[config.mk]
export PLATFORM = sky130hd
export DESIGN_NAME = sg_list_reader_q
export DESIGN_NICKNAME = d
export VERILOG_FILES = /design/src/rtl/sg_list_reader_q.sv
export SDC_FILE = /design/constraint.sdc
export NUM_CORES = 1
export LEC_CHECK = 0
export BUFFER_PORTS_ARGS = -buffer_cell sky130_fd_sc_hd__buf_2
export CORE_UTILIZATION = 40
export CTS_CLUSTER_DIAMETER = 200
export CTS_CLUSTER_SIZE = 20
export DETAILED_ROUTE_END_ITERATION = 10
export HOLD_SLACK_MARGIN = 0.06
export PLACE_DENSITY = 0.57
export SETUP_SLACK_MARGIN = 0.1
export SLEW_MARGIN = 20
export SYNTH_ARGS = -nofsm -noshare
export SYNTH_HDL_FRONTEND = slang
export SYNTH_SLANG_ARGS = --single-unit
[constraint.sdc]
create_clock -name CLK -period 17.7 [get_ports CLK]
set_input_delay 0.885 -clock CLK [delete_from_list [all_inputs] [get_ports CLK]]
set_output_delay 0.885 -clock CLK [all_outputs]
set_load 0.05 [all_outputs]
[src/rtl/sg_list_reader_q.sv]
// Scatter-gather element reader: assembles 128-bit SG elements from narrow buffer
// words and holds them in a show-ahead prefetch queue with slot reservation.
module sg_list_reader_q #(
    parameter int unsigned C_DATA_WIDTH = 64,
    parameter int unsigned C_DEPTH      = 4,
    parameter int unsigned C_SKIP_ZERO  = 1
) (
    input  logic                      CLK,
    input  logic                      RST,
    input  logic [C_DATA_WIDTH-1:0]   BUF_DATA,
    input  logic                      BUF_DATA_EMPTY,
    output logic                      BUF_DATA_REN,
    input  logic                      FLUSH,
    output logic                      VALID,
    output logic                      EMPTY,
    input  logic                      REN,
    output logic [63:0]               ADDR,
    output logic [31:0]               LEN,
    output logic [$clog2(C_DEPTH):0]  COUNT
);

    localparam int unsigned BEATS  = 128 / C_DATA_WIDTH;
    localparam int unsigned BEAT_W = (BEATS > 1) ? $clog2(BEATS) : 1;
    localparam int unsigned PTR_W  = $clog2(C_DEPTH);
    localparam int unsigned CNT_W  = PTR_W + 1;

    logic [BEAT_W-1:0]             iss_beat_q, iss_beat_d;
    logic [BEAT_W-1:0]             rx_beat_q, rx_beat_d;
    logic                          inflight_q, inflight_d;
    logic [127:0]                  asm_q, asm_d;
    logic [CNT_W-1:0]              resv_q, resv_d;
    logic [CNT_W-1:0]              count_q, count_d;
    logic [PTR_W-1:0]              wr_ptr_q, wr_ptr_d;
    logic [PTR_W-1:0]              rd_ptr_q, rd_ptr_d;
    logic [C_DEPTH-1:0][63:0]      addr_mem_q, addr_mem_d;
    logic [C_DEPTH-1:0][31:0]      len_mem_q, len_mem_d;

    logic         buf_ren;
    logic         rd_acc;
    logic         rd_first;
    logic         complete;
    logic         skip;
    logic         push;
    logic         pop;
    logic [7:0]   beat_lsb;
    logic [127:0] elem;
    logic         unused_rsvd;

    // Datapath, reservation accounting and queue next-state
    always_comb begin
        buf_ren     = !RST && !FLUSH && ((iss_beat_q != '0) || (resv_q < CNT_W'(C_DEPTH)));
        rd_acc      = buf_ren && !BUF_DATA_EMPTY;
        rd_first    = rd_acc && (iss_beat_q == '0);

        beat_lsb    = 8'(32'(rx_beat_q) * C_DATA_WIDTH);
        elem        = asm_q;
        elem[beat_lsb +: C_DATA_WIDTH] = BUF_DATA;
        unused_rsvd = ^elem[127:96];

        // Data returning in a flush cycle is dropped
        complete    = inflight_q && !FLUSH && (rx_beat_q == BEAT_W'(BEATS - 1));
        skip        = complete && (C_SKIP_ZERO != 0) && (elem[95:64] == 32'd0);
        push        = complete && !skip;
        pop         = REN && (count_q != '0) && !FLUSH;

        iss_beat_d  = iss_beat_q;
        rx_beat_d   = rx_beat_q;
        inflight_d  = rd_acc;
        asm_d       = asm_q;
        resv_d      = resv_q + CNT_W'(rd_first) - CNT_W'(pop) - CNT_W'(skip);
        count_d     = count_q + CNT_W'(push) - CNT_W'(pop);
        wr_ptr_d    = wr_ptr_q;
        rd_ptr_d    = rd_ptr_q;
        addr_mem_d  = addr_mem_q;
        len_mem_d   = len_mem_q;

        if (rd_acc) begin
            iss_beat_d = (iss_beat_q == BEAT_W'(BEATS - 1)) ? '0 : iss_beat_q + BEAT_W'(1);
        end
        if (inflight_q) begin
            rx_beat_d = (rx_beat_q == BEAT_W'(BEATS - 1)) ? '0 : rx_beat_q + BEAT_W'(1);
            asm_d     = elem;
        end
        if (push) begin
            addr_mem_d[wr_ptr_q] = elem[63:0];
            len_mem_d[wr_ptr_q]  = elem[95:64];
            wr_ptr_d             = wr_ptr_q + PTR_W'(1);
        end
        if (pop) begin
            rd_ptr_d = rd_ptr_q + PTR_W'(1);
        end

        if (FLUSH) begin
            iss_beat_d = '0;
            rx_beat_d  = '0;
            inflight_d = 1'b0;
            resv_d     = '0;
            count_d    = '0;
            wr_ptr_d   = '0;
            rd_ptr_d   = '0;
        end
    end

    always_ff @(posedge CLK or posedge RST) begin
        if (RST) begin
            iss_beat_q <= '0;
            rx_beat_q  <= '0;
            inflight_q <= 1'b0;
            asm_q      <= '0;
            resv_q     <= '0;
            count_q    <= '0;
            wr_ptr_q   <= '0;
            rd_ptr_q   <= '0;
            addr_mem_q <= '0;
            len_mem_q  <= '0;
        end else begin
            iss_beat_q <= iss_beat_d;
            rx_beat_q  <= rx_beat_d;
            inflight_q <= inflight_d;
            asm_q      <= asm_d;
            resv_q     <= resv_d;
            count_q    <= count_d;
            wr_ptr_q   <= wr_ptr_d;
            rd_ptr_q   <= rd_ptr_d;
            addr_mem_q <= addr_mem_d;
            len_mem_q  <= len_mem_d;
        end
    end

    // Show-ahead head; EMPTY tracks the buffer flag combinationally
    always_comb begin
        BUF_DATA_REN = buf_ren;
        VALID        = (count_q != '0);
        COUNT        = count_q;
        ADDR         = addr_mem_q[rd_ptr_q];
        LEN          = len_mem_q[rd_ptr_q];
        EMPTY        = BUF_DATA_EMPTY && (iss_beat_q == '0) && !inflight_q && (count_q == '0);
    end

endmodule
-- Word level (Yosys, flattened, before mapping)
Index checks and enable logic that the tools add are counted.
- bits in registers: 525
- memories: 0
- output and inout bits: 102
- latch bits: 0
- memory bits (read-only): 0
- bits in writable memories: 0
- $mul: 0
- multiplexer cells: 24
- bitwise logic cells: 1
- equal/unequal tests: 0
- add/sub/neg operators: 10
- divide/modulo/power cells: 0
- shifts and indexed selects: 2
- order comparisons: 4
- reductions and logical operators: 27
- operators by type and width (cell ; number):
    bitwise mux 128 bit ; 2
    bitwise mux 256 bit ; 1
    binary-select mux 64 bit (select 2 bit) ; 1
    demux 64 bit (select 2 bit) ; 1
    two-way mux 64 bit ; 2
    variable shift 64 x 10 -> 128 bit (first input constant) ; 1
    variable part select 64 x 10 -> 128 bit ; 1
    binary-select mux 32 bit (select 2 bit) ; 1
    demux 32 bit (select 2 bit) ; 1
    two-way mux 32 bit ; 2
    logical NOT 32 bit ; 1
    logical AND 1 bit ; 14
    negation 7 -> 10 bit ; 1
    subtractor 3 x 1 -> 3 bit ; 3
    two-way mux 2 bit ; 4
    nonzero test 2 bit ; 4
    two-way mux 1 bit ; 7
    adder 3 x 1 -> 3 bit ; 2
    less-than comparator 2 x 3 -> 1 bit (second input constant) ; 2
    two-way mux 3 bit ; 2
    logical NOT 1 bit ; 5
    adder 2 x 1 -> 2 bit (second input constant) ; 2
    logical NOT 3 bit ; 1
    less-than comparator 3 bit (second input constant) ; 1
    other kinds (5) ; 6

-- Depth between registers and ports, before layout
- depth in word-level cells: 10
- mapped depth: 13
- gate-level depth less buffers: 12

-- Worst setup path before layout
OpenSTA, ideal clock, no wires.
- path kind: reg-to-output
- start: reg count_q[1], in the netlist COUNT[1]
- end: out EMPTY
- data required time: 16815 ps
- arrival time: 2973 ps
- path slack: 13842 ps
- buffers on the path: 0
- stages on the path, launching flop included: 3
- cell sequence: dfrtp_1 > or3_1 > nor4b_1
- word-level cells in the longest chain between the ends: 2
- ends and longest elaborated chain (element ; line ; source):
    from (decl) ; 32 ; logic [CNT_W-1:0] count_q, count_d;
    from (signal assigned) ; 122 ; count_q <= count_d;
    logical NOT 3 bit ; 137 ; EMPTY = BUF_DATA_EMPTY && (iss_beat_q == '0) && !inflight_q && (count_q == '0);
    logical AND 1 bit ; 137 ;
    to (decl) ; 15 ; output logic EMPTY,
No other way between the ends.

-- Worst setup path in the final report
- start: in BUF_DATA[5]
- end: reg len_mem_q[82] in the netlist's numbering
- word-level cells in the longest chain between the ends: 6
- elaborated cells on any way between the ends: 7
- those cells by class: shift: 1; mux: 2; reduce/logical: 4
- ends and longest elaborated chain (element ; line ; source):
    from (decl) ; 10 ; input logic [C_DATA_WIDTH-1:0] BUF_DATA,
    variable part select 64 x 10 -> 128 bit * ; 57 ; elem[beat_lsb +: C_DATA_WIDTH] = BUF_DATA;
    bitwise mux 128 bit * ; 57 ;
    logical NOT 32 bit ; 62 ; skip = complete && (C_SKIP_ZERO != 0) && (elem[95:64] == 32'd0);
    logical AND 1 bit ; 62 ;
    logical NOT 1 bit ; 63 ; push = complete && !skip;
    logical AND 1 bit ; 63 ;
    to (signal assigned) ; 126 ; len_mem_q <= len_mem_d;
    to (decl) ; 36 ; logic [C_DEPTH-1:0][31:0] len_mem_q, len_mem_d;
Mark *: on every way between the ends. The rest lies on a longest branch, timed or not.
A chain may end at the register's enable or synchronous reset.

==> impl_metrics.tcl <==
set metrics [dict create \
    period_share 0.253 \
    drc_errors 0 \
    drive_gt1_frac 0.581 \
    die_w_um 236 \
    leakagePower_uw 0.0119 \
    area_growth_pct 8.89 \
    fin_worst_skew_ps 16.0 \
    vias_per_cell 5.34 \
    layout_common_cells "dfrtp_1, mux2_2, buf_2" \
    place.gp.congestion 0.694 \
    io_buffers 170 \
    yosysTopAreaCellShare 0.564 \
    htree_num_levels 1 \
    clk_latency_ps 580 \
    hp-class "in -> async" \
    antenna_found_initial 1 \
    cts_made_buffers 28 \
    gr-total-overflow 0 \
    final_common_cell "dfrtp_1" \
    yosysSeqAreaShare 0.564 \
    cts_root_buffer "clkbuf_16" \
    post-cts-setup-buffers 0 \
    total_power_uw 2590 \
    cts_resized 0 \
    cts_buffer_depth 3 \
    crit_path_start_kind "input port" \
    ys_async_sr_fraction 1.00 \
    nets 1460 \
    cp_max_fo 43 \
    syn_inst 1241 \
    tns_ps 0 \
    hpwl_um 27500 \
    ir_drop_v 0.0000685 \
    vias 11100 \
    drv_slew 0 \
    die_h_um 236 \
    grt_pass1_vias 12000 \
    synth_area_leaders "dfrtp_1, mux2_2, mux2_4" \
    avgSynthCellArea_um2 17.6 \
    n_fill_cell 4756 \
    synth_enable_flop_cells 0 \
    slew-limit-headroom 0.277 \
    synth_seq_cells 493 \
    setup_viol 0 \
    powerDensity_nw_per_um2 109 \
    crit_family "buffers and inverters" \
    core_area_um2 53900 \
    period_minus_slack_ps 4490 \
    status "complete, no violations" \
    worst_pin_slew_ps 1080 \
    grt_pass1_wl_um 74900 \
    slowest_stage "buf_4" \
    initial_core_util 0.406 \
    ant_nets 0 \
    synth_cell_types 40 \
    wl_per_cell_um 22.6 \
    initialDrtViolationCount 672 \
    yosys_warnings 0 \
    grt_max_degree 172 \
    path_buf_inv 3 \
    synth-main-ff-cell "dfrtp_1" \
    dr.pass1.iters 6 \
    numClockSinks 493 \
    worstSetupEndpointType "register" \
    cap_viol_max_count 0 \
    fin_cells 2078 \
    grt_util_all_layers 0.173 \
    dieArea_um2 55600 \
    synth.cell_area_um2 21900 \
    dpl.cell_count 2046 \
    hold_slack_ps 404 \
    cpPeakStageDelay_ps 810 \
    cp.required_ps 18170 \
    rsz0062_at_grt "false" \
    clkTransAtPathRegs_ps 90 \
    fmax_mhz 223 \
    hold_violations 0 \
    crit_chain "buf_2 -> nor4_1 -> nand4_1 -> o22a_1 -> o211ai_4 -> buf_4 -> buf_4 -> mux2_2" \
    syn-num-nets 1321 \
    cts.hold.buffers_added 0 \
    io_pins 171 \
    row_count 85 \
    cts_tree "built" \
    yosys.area.top_type "dfrtp_1" \
    drt_wl_total_um 47000 \
    worstSetupPathType "in -> reg" \
    crit_top_cell "buf_4" \
    arrival_ps 4950 \
]
[sequential cells by signal (all words and copies together) (netlist names)]
register    count
COUNT           3
addr_mem_q    256
asm_q          96
inflight_q      1
iss_beat_q      1
len_mem_q     128
rd_ptr_q        2
resv_q          3
rx_beat_q       1
wr_ptr_q        2
[path summary, 6_finish.rpt]
kind | cells after the start | slack [ps] | endpoint | startpoint
max | 8 | 13210 | len_mem_q[82] | BUF_DATA[5]
min | 2 | 400 | iss_beat_q | RST
max reg2reg | 7 | 13310 | len_mem_q[82] | asm_q[69]
min reg2reg | 1 | 500 | addr_mem_q[246] | addr_mem_q[246]
max in group asynchronous | 4 | 15130 | addr_mem_q[33] | RST
min in group CLK | 2 | 500 | inflight_q | BUF_DATA_EMPTY
[report_power, final]
group / switching (uW) / internal, uW
logic: 353 / 236
registers: 105 / 1240
clock network: 365 / 292
[routing by layer]
layer | global-route usage | wire length (um) | vias to the layer above
met5 | 0 | 17 | -
met4 | 0.0374 | 948 | 2
met3 | 0.0222 | 1250 | 47
met2 | 0.280 | 22800 | 147
met1 | 0.249 | 22000 | 6058
li1 | - | - | 4838
[per-stage QoR]
step / cell area [um2] / setup WS [ps] / util
after floorplan: 21900 / 3050 / -
after global placement: 23100 / 12560 / 0.428
final: 23800 / 13210 / 0.442
after CTS: 23800 / 13120 / 0.442
after global routing: 23800 / 13010 / 0.442
after detailed placement: 23100 / 12480 / 0.428
[synth_stat cells, types with 9 or more instances]
cell and count:
dfrtp_1 493, mux2_2 320, mux2_4 160, mux4_2 96, clkbuf_1 22, buf_4 20, buf_12 16, nor4_1 13
inv_1 11, nor2_1 11, buf_1 10, ha_1 9
[cell type report]
type                            count  area [um2]  area share
Multi-Input combinational cell    660        8830       0.371
Clock inverter                      1        8.76    0.000368
Tap cell                          696         871      0.0365
Antenna cell                        1        2.50    0.000105
Timing Repair Buffer              186         991      0.0416
Clock buffer                       30         729      0.0306
Inverter                           11        48.8     0.00205
Sequential cell                   493       12300       0.518
[worst register-to-register path, cell delays in order, from the launching register on]
cell and delay (ps):
dfrtp_1 380, nor4_1 500, nand4_1 300, o22a_1 450
o211ai_4 630, buf_4 770, buf_4 830, mux2_2 430
[cells by family (layout without fill, tap and decap cells)]
logic type / after synthesis / after routing / share of synthesized area
multiplexers: 576 / 576 / 0.373
flip-flops: 493 / 493 / 0.564
buffers and inverters: 88 / 228 / 0.0331
AND/OR/NAND/NOR: 52 / 52 / 0.0129
AO/OA/AOI/OAI: 14 / 14 / 0.00715
adder cells (fa/ha/maj): 11 / 11 / 0.00698
XOR/XNOR: 7 / 7 / 0.00280
other: 0 / 1 / 0
Note: power is estimated with default switching activity, not from simulation.
